**src/rtl/fetch_pkg.sv**
```systemverilog
// Shared constants and types for the instruction fetch controller.
package fetch_pkg;

  localparam logic [31:0] IMEM_BASE     = 32'hBFC00000;
  localparam int          IMEM_A_LENGTH = 12;

  typedef enum logic {RUN = 1'b0, FAULT = 1'b1} fetch_state_t;

  typedef struct packed {
    logic [31:0] instr;
    logic [31:0] pc;
  } fetch_entry_t;

endpackage

```
**src/rtl/fetch_queue.sv**
```systemverilog
// Circular prefetch queue holding {instr, pc} entries; flush empties it in one edge.
module fetch_queue
  import fetch_pkg::*;
#(
  parameter int DEPTH = 2
) (
  input  logic         clk,
  input  logic         rst_n,
  input  logic         push,
  input  logic         pop,
  input  logic         flush,
  input  fetch_entry_t wdata,
  output fetch_entry_t head,
  output logic         full,
  output logic         empty
);

  localparam int PW = (DEPTH > 1) ? $clog2(DEPTH) : 1;
  localparam int CW = $clog2(DEPTH + 1);

  fetch_entry_t   mem [DEPTH];
  logic [PW-1:0]  rd_ptr, wr_ptr;
  logic [CW-1:0]  count;
  logic           do_push, do_pop;

  function automatic logic [PW-1:0] nxt(input logic [PW-1:0] p);
    return (p == PW'(DEPTH - 1)) ? '0 : p + 1'b1;
  endfunction

  assign full    = (count == CW'(DEPTH));
  assign empty   = (count == '0);
  assign head    = mem[rd_ptr];
  // A full queue may still accept when the head leaves on the same edge.
  assign do_push = push && (!full || pop);
  assign do_pop  = pop && !empty;

  always_ff @(posedge clk or negedge rst_n) begin
    if (!rst_n) begin
      rd_ptr <= '0;
      wr_ptr <= '0;
      count  <= '0;
      for (int i = 0; i < DEPTH; i++) mem[i] <= '0;
    end else if (flush) begin
      rd_ptr <= '0;
      wr_ptr <= '0;
      count  <= '0;
    end else begin
      if (do_push) begin
        mem[wr_ptr] <= wdata;
        wr_ptr      <= nxt(wr_ptr);
      end
      if (do_pop) rd_ptr <= nxt(rd_ptr);
      count <= count + CW'(do_push) - CW'(do_pop);
    end
  end

endmodule

```
**src/rtl/imem_fetch_ctrl.sv**
```systemverilog
// Instruction fetch controller: sequential PC, redirect, prefetch queue.
// Define IMEM_FETCH_FAULT_EN to enable fetch-window checking and the fault output.
module imem_fetch_ctrl
  import fetch_pkg::*;
#(
  parameter int          A_length = IMEM_A_LENGTH,
  parameter logic [31:0] RESET_PC = IMEM_BASE,
  parameter int          Q_DEPTH  = 2
) (
  input  logic                clk,
  input  logic                rst_n,
  output logic [A_length-1:0] imem_addr,
  input  logic [31:0]         imem_rd,
  input  logic                redirect_valid,
  input  logic [31:0]         redirect_pc,
  output logic                instr_valid,
  input  logic                instr_ready,
  output logic [31:0]         instr,
  output logic [31:0]         instr_pc
`ifdef IMEM_FETCH_FAULT_EN
  ,output logic               fault
`endif
);

  logic         [31:0] pc;
  logic                run, push, pop, full, empty;
  fetch_entry_t        wdata, head;

`ifdef IMEM_FETCH_FAULT_EN
  fetch_state_t        state;
  logic         [31:0] off;
  logic                in_win;

  assign off       = pc - RESET_PC;
  assign in_win    = ((off >> A_length) == 32'd0);
  assign imem_addr = off[A_length-1:0];
  // Gate on the window as well so the out-of-window PC is never pushed.
  assign run       = (state == RUN) && in_win;
  assign fault     = (state == FAULT);

  // A redirect always re-enters RUN; a bad target faults on the following edge.
  always_ff @(posedge clk or negedge rst_n) begin
    if (!rst_n)                        state <= RUN;
    else if (redirect_valid)           state <= RUN;
    else if (state == RUN && !in_win)  state <= FAULT;
  end
`else
  // Offset truncation gives the modulo-window wrap at the top of memory.
  assign imem_addr = A_length'(pc - RESET_PC);
  assign run       = 1'b1;
`endif

  assign pop         = instr_valid && instr_ready;
  assign push        = run && !redirect_valid && (!full || pop);
  assign wdata       = '{instr: imem_rd, pc: pc};
  assign instr_valid = !empty;
  assign instr       = head.instr;
  assign instr_pc    = head.pc;

  always_ff @(posedge clk or negedge rst_n) begin
    if (!rst_n)              pc <= RESET_PC;
    else if (redirect_valid) pc <= redirect_pc & 32'hFFFF_FFFC;
    else if (push)           pc <= pc + 32'd4;
  end

  fetch_queue #(.DEPTH(Q_DEPTH)) u_queue (
    .clk   (clk),
    .rst_n (rst_n),
    .push  (push),
    .pop   (pop),
    .flush (redirect_valid),
    .wdata (wdata),
    .head  (head),
    .full  (full),
    .empty (empty)
  );

endmodule

```
**config.mk**
```make
export PLATFORM = sky130hd
export DESIGN_NAME = imem_fetch_ctrl
export DESIGN_NICKNAME = d
export VERILOG_FILES = /design/src/rtl/fetch_pkg.sv /design/src/rtl/fetch_queue.sv /design/src/rtl/imem_fetch_ctrl.sv
export SDC_FILE = /design/constraint.sdc
export NUM_CORES = 1
export LEC_CHECK = 0
export ABC_AREA = 1
export BUFFER_PORTS_ARGS = -buffer_cell sky130_fd_sc_hd__buf_2
export CORE_ASPECT_RATIO = 0.5
export CORE_MARGIN = 3
export CORE_UTILIZATION = 40
export CTS_CLUSTER_DIAMETER = 200
export DETAILED_ROUTE_END_ITERATION = 8
export GPL_TIMING_DRIVEN = 0
export PLACE_DENSITY_LB_ADDON = 0.3
export SKIP_LAST_GASP = 1
export SYNTH_ARGS = -nofsm -noshare
export SYNTH_HDL_FRONTEND = slang
export SYNTH_SLANG_ARGS = --single-unit
```
**constraint.sdc**
```tcl
create_clock -name clk -period 4.8 [get_ports clk]
set_input_delay 0.24 -clock clk [delete_from_list [all_inputs] [get_ports clk]]
set_output_delay 0.24 -clock clk [all_outputs]
set_load 0.02 [all_outputs]
```
### Word level (Yosys, flattened, before mapping)

Cells that the tools add are included.

* register bits after elaboration: 164
* input bits: 68
* output and inout port bits: 77
* logic and storage cells: 50

* $add $sub $neg: 6
* order comparisons: 3
* equality and inequality tests: 1
* mux-type cells: 15
* bitwise operators: 3
* reductions and logical operators: 14

Operator list (count)
* $mux W64: 4
* $bwmux W128: 1
* $demux W64 S1: 1
* $mux W32: 2
* $add A32 B3 Y32 const B: 1
* $sub A12 B1 Y12 const B: 1
* $mux W1: 6
* $reduce_bool A2 Y1: 3
* $logic_and A1 B1 Y1: 5
* $ge A2 B2 Y1 const B: 2
* $not A1 Y2: 2
* $logic_not A1 Y1: 3
* $add A1 B1 Y1 const B: 2
* $add A2 B1 Y2: 1
* $eq A2 B2 Y1 const B: 1
* $logic_not A2 Y1: 1
* $lt A2 B1 Y1 const B: 1
* $mux W2: 1
* $reduce_and A2 Y1: 1
* $sub A2 B1 Y2: 1
* $logic_or A1 B1 Y1: 1
* $not A1 Y1: 1

### Depth between registers and ports, before layout

Gate-level depths: netlist of the first run.

* depth after elaboration: 9
* gate-level depth with buffers: 11
* gate-level depth less buffers: 10

### Hierarchy

From an unflattened synthesis of the first run, not the netlist that was laid out.

* cell total of the unflattened synthesis: 1180
* area total of the unflattened synthesis: 8982.4 µm²

By module, submodules not included
* fetch_queue: times used 1, cells each 811, area each 6675.2 µm², seq. area each 3303.2 µm²
* imem_fetch_ctrl: times used 1, cells each 369, area each 2307.2 µm², seq. area each 762.0 µm²

### Least setup slack after synthesis of the first run

Ideal clock, no wire load.

* path type: register -> register
* start: register u_queue.count[0]
* end: register u_queue.count[1]
* library setup time: 0.131 ns
* arrival time: 1.503 ns
* required time: 4.669 ns
* setup slack: 3.165 ns
* cell stages (with the launch flop): 10
* buffers on the path: 2
* clock period less this slack: 1.635 ns
* cell sequence: dfrtp_1 nor3_4 inv_2 nand2_4 inv_2 buf_6 buf_2 ha_1 xor2_1 nor2_1

* longest elaborated chain between the ends: 9
* elaborated cells on any way between the ends: 12
* classes of those cells: add/sub: 2; eq/ne: 1; mux: 1; reduce/logical: 8

RTL lines
* start: declaration: RTL line fetch_queue.sv:23 `logic [CW-1:0] count;`
* start signal: assignment: RTL line fetch_queue.sv:53 `count <= count + CW'(do_push) - CW'(do_pop);`
* $logic_not A2 Y1: RTL line fetch_queue.sv:31 `assign empty = (count == '0);`
* $logic_not A1 Y1: RTL line fetch_queue.sv:35, imem_fetch_ctrl.sv:56
* $logic_and A1 B1 Y1: RTL line imem_fetch_ctrl.sv:53 `assign pop = instr_valid && instr_ready;`
* $logic_or A1 B1 Y1: RTL line fetch_queue.sv:34, imem_fetch_ctrl.sv:54
* $logic_and A1 B1 Y1: RTL line imem_fetch_ctrl.sv:54 `assign push = run && !redirect_valid && (!full || pop);`
* $logic_and A1 B1 Y1: RTL line fetch_queue.sv:34 `assign do_push = push && (!full || pop);`
* $add A2 B1 Y2: RTL line fetch_queue.sv:53
* $sub A2 B1 Y2 (*): RTL line fetch_queue.sv:53
* $mux W2 (*): RTL line fetch_queue.sv:43 `end else if (flush) begin`

Mark *: on every way between the ends. The rest lies on a longest branch, timed or not.
A chain may end at the register's enable or synchronous reset.

### Final worst setup path of the first run

* start: register u_queue.rd_ptr
* end: output port instr[12]

* longest elaborated chain between the ends: 4

RTL lines
* start: declaration: RTL line fetch_queue.sv:22 `logic [PW-1:0] rd_ptr, wr_ptr;`
* start signal: assignment: RTL line fetch_queue.sv:52 `if (do_pop) rd_ptr <= nxt(rd_ptr);`
* $not A1 Y2 (implied by the code): RTL line fetch_queue.sv:32 `assign head = mem[rd_ptr];`
* $mux W64 (implied by the code) (3 in a row): RTL line fetch_queue.sv:32
* end: declaration: RTL line imem_fetch_ctrl.sv:18 `output logic [31:0] instr,`

No other way between the ends. The select of a mux whose other input is x is not followed.

==> metrics.md, run 1 <==
| Metric | Value |
|---|---|
| Initial antenna violation count | 0 |
| Max VDD drop | 219 µV |
| CTS tree | yes |
| P per Cell Area | 565 nW/µm² |
| Crit path cell chain | clkbuf_1 > inv_2 > clkbuf_1 > nand2_1 > nand2_1 > buf_2 |
| Synth warn | 0 |
| Synth area leaders | dfrtp_1, nand2_1, o21ai_0 |
| Crit path kind | flop to primary output |
| First-pass GRT wire length | 36,000 µm |
| RR Endpoint | u_queue.count[1] |
| Avg WL per Cell | 15.3 µm |
| RSZ-0062 raised after global routing | false |
| Rows | 36 |
| Sw power | 2.16 mW |
| Gate power share | 37.3% |
| Finish-stage setup viols | 0 |
| CTS max path bufs | 2 |
| Worst-skew pair later-pin latency | 0.42 ns |
| Layout net count | 1,255 |
| Sw frac | 39.5% |
| Total routed wirelength | 22,300 µm |
| Commonest non-fill, non-tap cell in the layout | nand2_1 |
| Layout cells sized above 1 | 24.9% |
| Clk sinks | 158 |
| GRT met1 Usage | 30.0% |
| Fill count | 1,963 |
| DP HPWL | 16,100 µm |
| Total CTS buffers | 17 |
| Initial DRT Pass Iterations | 5 |
| Via density | 4.86 |
| Multi-input gate area | 3370 µm² |
| Yosys top cell area share | 46.3% |
| Core Box Area | 19,600 µm² |
| PortBufs | 137 |
| Synth-to-Final Area Change | 20.2% |
| Vias in the first global route | 6,977 |
| Die Wd | 207 µm |
| Reg2Reg Depth | 9 |
| R2r setup slk | 2.76 ns |
| Pleak | 5.02 nW |
| GR Util All Layers | 21.1% |
| Critical Path AT | 2.14 ns |
| Clock share of power | 23.9% |
| CP required | 4.56 ns |
| Crit path launch | u_queue.rd_ptr |
| Crit-path max cell delay | 0.48 ns |
| Worst Skew | 0.00894 ns |
| Slew @ Worst Pin | 0.708 ns |
| Hold Fails Final Rpt | 0 |
| Antenna Nets Post-Route | 0 |
| Max-Cap Viols | 0 |
| CP Capture Type | primary output |
| Clock-pin slew on the worst setup and hold paths | 0.06 ns |
| Max-slew violations | 0 |
| Vias | 7,095 |
| TNS Setup | 0 ns |
| Seq/Total Area, Yosys | 49.2% |
| Mapped cell area | 8060 µm² |
| Cell taking the most area after synthesis | dfrtp_1 |
| CTS root buf | clkbuf_16 |
| Syn_area_per_cell | 7.88 µm² |
| HP Class | input pin to flop |
| Die Span Y | 106 µm |
| N_diodes | 0 |
| Unique masters post-synth | 35 |
| #FFs+latches synth | 158 |
| Setup bufs post-CTS | 0 |
| Layer with the highest usage | met2 |
| Grt met2 use | 33.7% |
| Remaining DRCs | 0 |
| Congestion Overflow GR | 0 |
| Status | finished clean |
| Max_slew headroom | 52.8% |
| Initial Util | 41.1% |
| IO Count | 145 |
| Cell-internal power | 3.31 mW |
| Full die area | 22,000 µm² |
| Fin crit period | 2.38 ns |
| H-tree levels | 4 |
| Seq pwr share | 38.8% |
| Met3 global-route usage | 3.43% |
| FF-to-FF Start | u_queue.count[0] |
| Routability congestion estimate | 0.910 |
| DRT iter0 DRCs | 643 |
| Max FO, Critical Path | 10 |
| Setup crit end | instr[12] |
| Total Power | 5.47 mW |
| Worst setup SP type | flop |
| Fmax | 0.421 GHz |
| Hold slack | 0.0325 ns |
| Most frequent cells in the layout | nand2_1, dfrtp_1, buf_2 |
| Period utilization | 49.5% |
| Largest net degree at the start of global routing | 88 |
| Reg area | 3970 µm² |
| Mapped Cells | 1,023 |
| Slowest CP cell | clkbuf_1 |
[logic make-up after synthesis]
logic type | share of synthesized area (%)
and+or+nand+nor | 28.4
adders and majority gates | 0.466
xor gates and xnor gates | 1.09
AOI/OAI and AO/OA | 11.6
other | 0.0465
buffers and inverters | 9.17
DFF | 49.2
[state kept, by name, indices dropped and copies added, names as in the netlist]
signal / count
u_queue.mem: 124
pc: 30
u_queue.count: 2
u_queue.rd_ptr: 1
u_queue.wr_ptr: 1
[cells in the mapped netlist]
master    number
and2_1         2
nor3_1         1
xor2_1         9
buf_6          9
o21ai_1        5
o211ai_1       1
buf_2          8
buf_12         4
nand2_8        1
nand3_1       44
ha_1           3
a21oi_1        6
inv_2          4
buf_1          2
nand2_1      411
nand4_1        3
dfstp_2        9
o21ai_0       86
xnor2_1        1
dfrtp_1      149
conb_1         1
nor2_1        63
clkbuf_4       2
o21ai_2       47
nand2_4        1
nor2_4         1
clkbuf_1      22
nor3_4         1
a211oi_1       1
inv_1         76
a31oi_1        2
buf_4         15
o22ai_1        1
nand2_2       31
a22oi_1        1
[what timing repair did]
item | CTS | global route
gates resized for setup | 0 | 0
hold buffers | 1 | 0
endpoints found under the hold margin | 71 | 0
[worst min path at each step]
| stage | start | endpoint | slack (ns) | cells after the start |
|---|---|---|---|---|
| 6_report | redirect_pc[30] | pc[30] | 0.03 | 3 |
| 5_1_grt | redirect_pc[26] | pc[26] | 0.03 | 3 |
| 4_1_cts | redirect_pc[30] | pc[30] | 0.03 | 3 |
| 3_5_place_dp | rst_n | u_queue.mem[123] | 0.30 | 1 |
| 3_3_place_gp | redirect_pc[30] | pc[30] | 0.46 | 3 |
| 2_1_floorplan | rst_n | pc[10] | -0.06 | 0 |
[area by class of cell]
class / count / share of cell area [%]
repair buffers: 139 / 7.53
well taps: 266 / 3.44
clock buffers: 22 / 4.79
inverters: 80 / 3.10
plain buffers: 62 / 4.53
multi-input cells: 726 / 34.8
flip-flops and latches: 158 / 40.9
clock inverters: 7 / 0.930
[worst max-delay path, delay by kind of cell, from the launching register on]
kind / cells / cell delay [ns]
simple gates: 2 / 0.21
flops: 1 / 0.35
buf+inv: 4 / 1.15
[metal layers]
layer  vias up  wire length, µm
li1       3496                -
met1      3368            10400
met2       205            10200
met3        26             1330
met4         0              297
met5         -                0
[through the flow]
stage          instances  worst slack [ns]  area (µm²)  util, %
2_1_floorplan       1026              3.17        8070        -
3_3_place_gp        1429              1.14        9090     46.4
3_5_place_dp        1430              2.79        9120     46.6
4_1_cts             1460              2.37        9690     49.4
5_1_grt             1460              2.21        9690     49.4
6_report            1460              2.42        9690     49.4
[power groups by stage]
stage	registers [mW]	clock network [mW]	logic (mW)
6_report	2.12	1.31	2.04
3_3_place_gp	2.12	0	2.02
2_1_floorplan	2.06	0	1.44
5_1_grt	2.19	1.39	2.28
4_1_cts	2.12	1.33	2.07
3_5_place_dp	2.14	0	2.06
Power figures use the tool's default switching activity.
==> inputs of run 2 (changes only) <==
==> constraint.sdc (replaced) <==
create_clock -name clk -period 1.9 [get_ports clk]
set_input_delay 0.095 -clock clk [delete_from_list [all_inputs] [get_ports clk]]
set_output_delay 0.095 -clock clk [all_outputs]
set_load 0.02 [all_outputs]
==> run 2 against run 1 <==
  * Global-route usage increased by 0.51 points
  * Clock skew decreased by 0.0035 ns
  * Combinational power increased to 2.6 times the previous value
  * Routed wire length increased by 2.9%
  * Sequential share of layout area decreased by 2.7 points
  * Sequential cell count unchanged
  * Clock-buffer cell count unchanged
==> metrics.md, run 2 (synthesis gave the netlist of run 1 again) <==
| Metric | Value |
|---|---|
| Status | finished clean |
| IO Count | 145 |
| DP HPWL | 16,100 µm |
| Hold slack | 0.0129 ns |
| Period utilization | 95.4% |
| Core Box Area | 19,600 µm² |
| DRT iter0 DRCs | 617 |
| Largest net degree at the start of global routing | 88 |
| RSZ-0062 raised after global routing | true |
| Finish-stage setup viols | 0 |
| Crit-path max cell delay | 0.36 ns |
| Wire length on met2 | 10,700 µm |
| First-pass GRT wire length | 37,100 µm |
| Initial Util | 41.1% |
| Fmax | 0.551 GHz |
| Worst Skew | 0.00546 ns |
| Fill count | 1,896 |
| Initial DRT Pass Iterations | 5 |
| Synth-to-Final Area Change | 28.8% |
| N_diodes | 0 |
| Hold Fails Final Rpt | 0 |
| Initial antenna violation count | 0 |
| Most flop-heavy register | u_queue.mem |
| Total CTS buffers | 17 |
| Worst-skew pair later-pin latency | 0.42 ns |
| Max-slew violations | 0 |
| CTS max path bufs | 2 |
| HP Class | input pin to flop |
| Pre-CTS WS | -0.115 ns |
| Clk sinks | 158 |
| Max FO, Critical Path | 10 |
| Worst setup SP type | flop |
| CP Capture Type | flop |
| Routability congestion estimate | 0.910 |
| Crit path buf inv count | 5 |
| Layout cells sized above 1 | 26.0% |
| Max_slew headroom | 53.7% |
| Vias in the first global route | 7,272 |
| Layout net count | 1,320 |
| Slew @ Worst Pin | 0.694 ns |
| Antenna Nets Post-Route | 0 |
| GR Util All Layers | 21.6% |
| Total routed wirelength | 23,000 µm |
| Top delay family on crit path | buffers and inverters |
| Slowest CP cell | dfrtp_1 |
| M1 wire length | 10,700 µm |
| Crit path kind | flop to flop |
| Highest layer used for signal routing | met4 |
| Crit path cell chain | inv_2 > nor3_4 > inv_4 > nand2_4 > inv_2 > buf_6 > buf_6 > ha_1 > xor2_1 > nor2_1 |
| Max-Cap Viols | 0 |
| Largest registers | u_queue.mem: 124 flops, pc: 30 flops, u_queue.count: 2 flops |
| Commonest non-fill, non-tap cell in the layout | nand2_1 |
| Congestion Overflow GR | 0 |
| Full die area | 22,000 µm² |
| Rows | 36 |
| H-tree levels | 4 |
| CTS root buf | clkbuf_16 |
| Vias | 7,344 |
| Critical Path AT | 2.11 ns |
| Avg WL per Cell | 15.1 µm |
| Most frequent cells in the layout | nand2_1, dfrtp_1, buf_2 |
| Clock-pin slew on the worst setup and hold paths | 0.06 ns |
| P per Cell Area | 1350 nW/µm² |
| PortBufs | 137 |
| Worst Slack Setup Final | 0.0866 ns |
| Die Wd | 207 µm |
| Fin crit period | 1.81 ns |
| Flip-flop count of the largest register after layout | 124 |
| Max VDD drop | 557 µV |
| Pleak | 5.35 nW |
| Via density | 4.82 |
| CP required | 2.19 ns |
| Remaining DRCs | 0 |
| WL met3 | 1140 µm |
| Die Span Y | 106 µm |
| CTS tree | yes |
==> run 2: layout make-up <==
class | count | area (µm²) | share of cell area [%]
buffer | 61 | 473 | 4.56
clock buffer | 22 | 464 | 4.47
clock inverter | 7 | 90.1 | 0.868
inverter | 80 | 305 | 2.94
multi-input combinational | 726 | 3380 | 32.6
sequential | 158 | 3970 | 38.2
tap | 266 | 333 | 3.21
timing repair buffer | 205 | 1370 | 13.2
==> run 2: layer usage <==
| layer | up-vias | track usage [%] |
|---|---|---|
| li1 | 3622 | - |
| met1 | 3481 | 30.2 |
| met2 | 209 | 35.4 |
| met3 | 32 | 3.36 |
| met4 | 0 | 5.48 |
| met5 | - | 0 |
==> run 2: power by group <==
group          switching [mW]  leakage (nW)  total (mW)  internal [mW]
Clock                    1.33         0.268        3.30           1.98
Sequential              0.803          1.93        5.40           4.59
Combinational            3.37          3.16        5.31           1.95
==> run 2: path summary, 6_finish.rpt <==
check	startpoint	end	slack (ns)	depth (start not counted)
setup / recovery	u_queue.count[1]	u_queue.count[1]	0.09	10
hold / removal	redirect_pc[31]	pc[31]	0.01	5
setup reg to reg	u_queue.count[1]	u_queue.count[1]	0.09	10
hold reg to reg	u_queue.mem[122]	u_queue.mem[122]	0.48	2
max in group asynchronous	rst_n	pc[24]	0.75	3
min in group asynchronous	rst_n	u_queue.mem[123]	0.25	2
==> run 2: tightest hold or removal path: stages <==
cell and delay, ns:
buf_2 0.08, nand2_1 0.06, o21ai_0 0.07, inv_1 0.04, nand2_1 0.05
==> run 2: per-stage QoR <==
step	setup TNS [ns]	std cells	area, µm²	power, mW	utilization, %
floorplan	0	1026	8070	8.85	-
global placement	-246.58	1429	9090	10.5	46.4
detailed placement	-3.04	1430	9120	10.6	46.6
CTS	-0.000548	1521	10300	14.1	52.7
global route	-0.0427	1525	10400	15.0	53.0
finish	0	1525	10400	14.0	53.0
==> run 2: what timing repair did <==
| action | 4_1_cts | 5_1_grt |
|---|---|---|
| gates resized for setup | 20 | 15 |
| hold buffers | 59 | 0 |
| setup buffers | 4 | 4 |
| endpoints found under the hold margin | 159 | 0 |
| pin swaps | 1 | 2 |
| cloned | 0 | 0 |
| setup endpoints to repair | 135 | 129 |
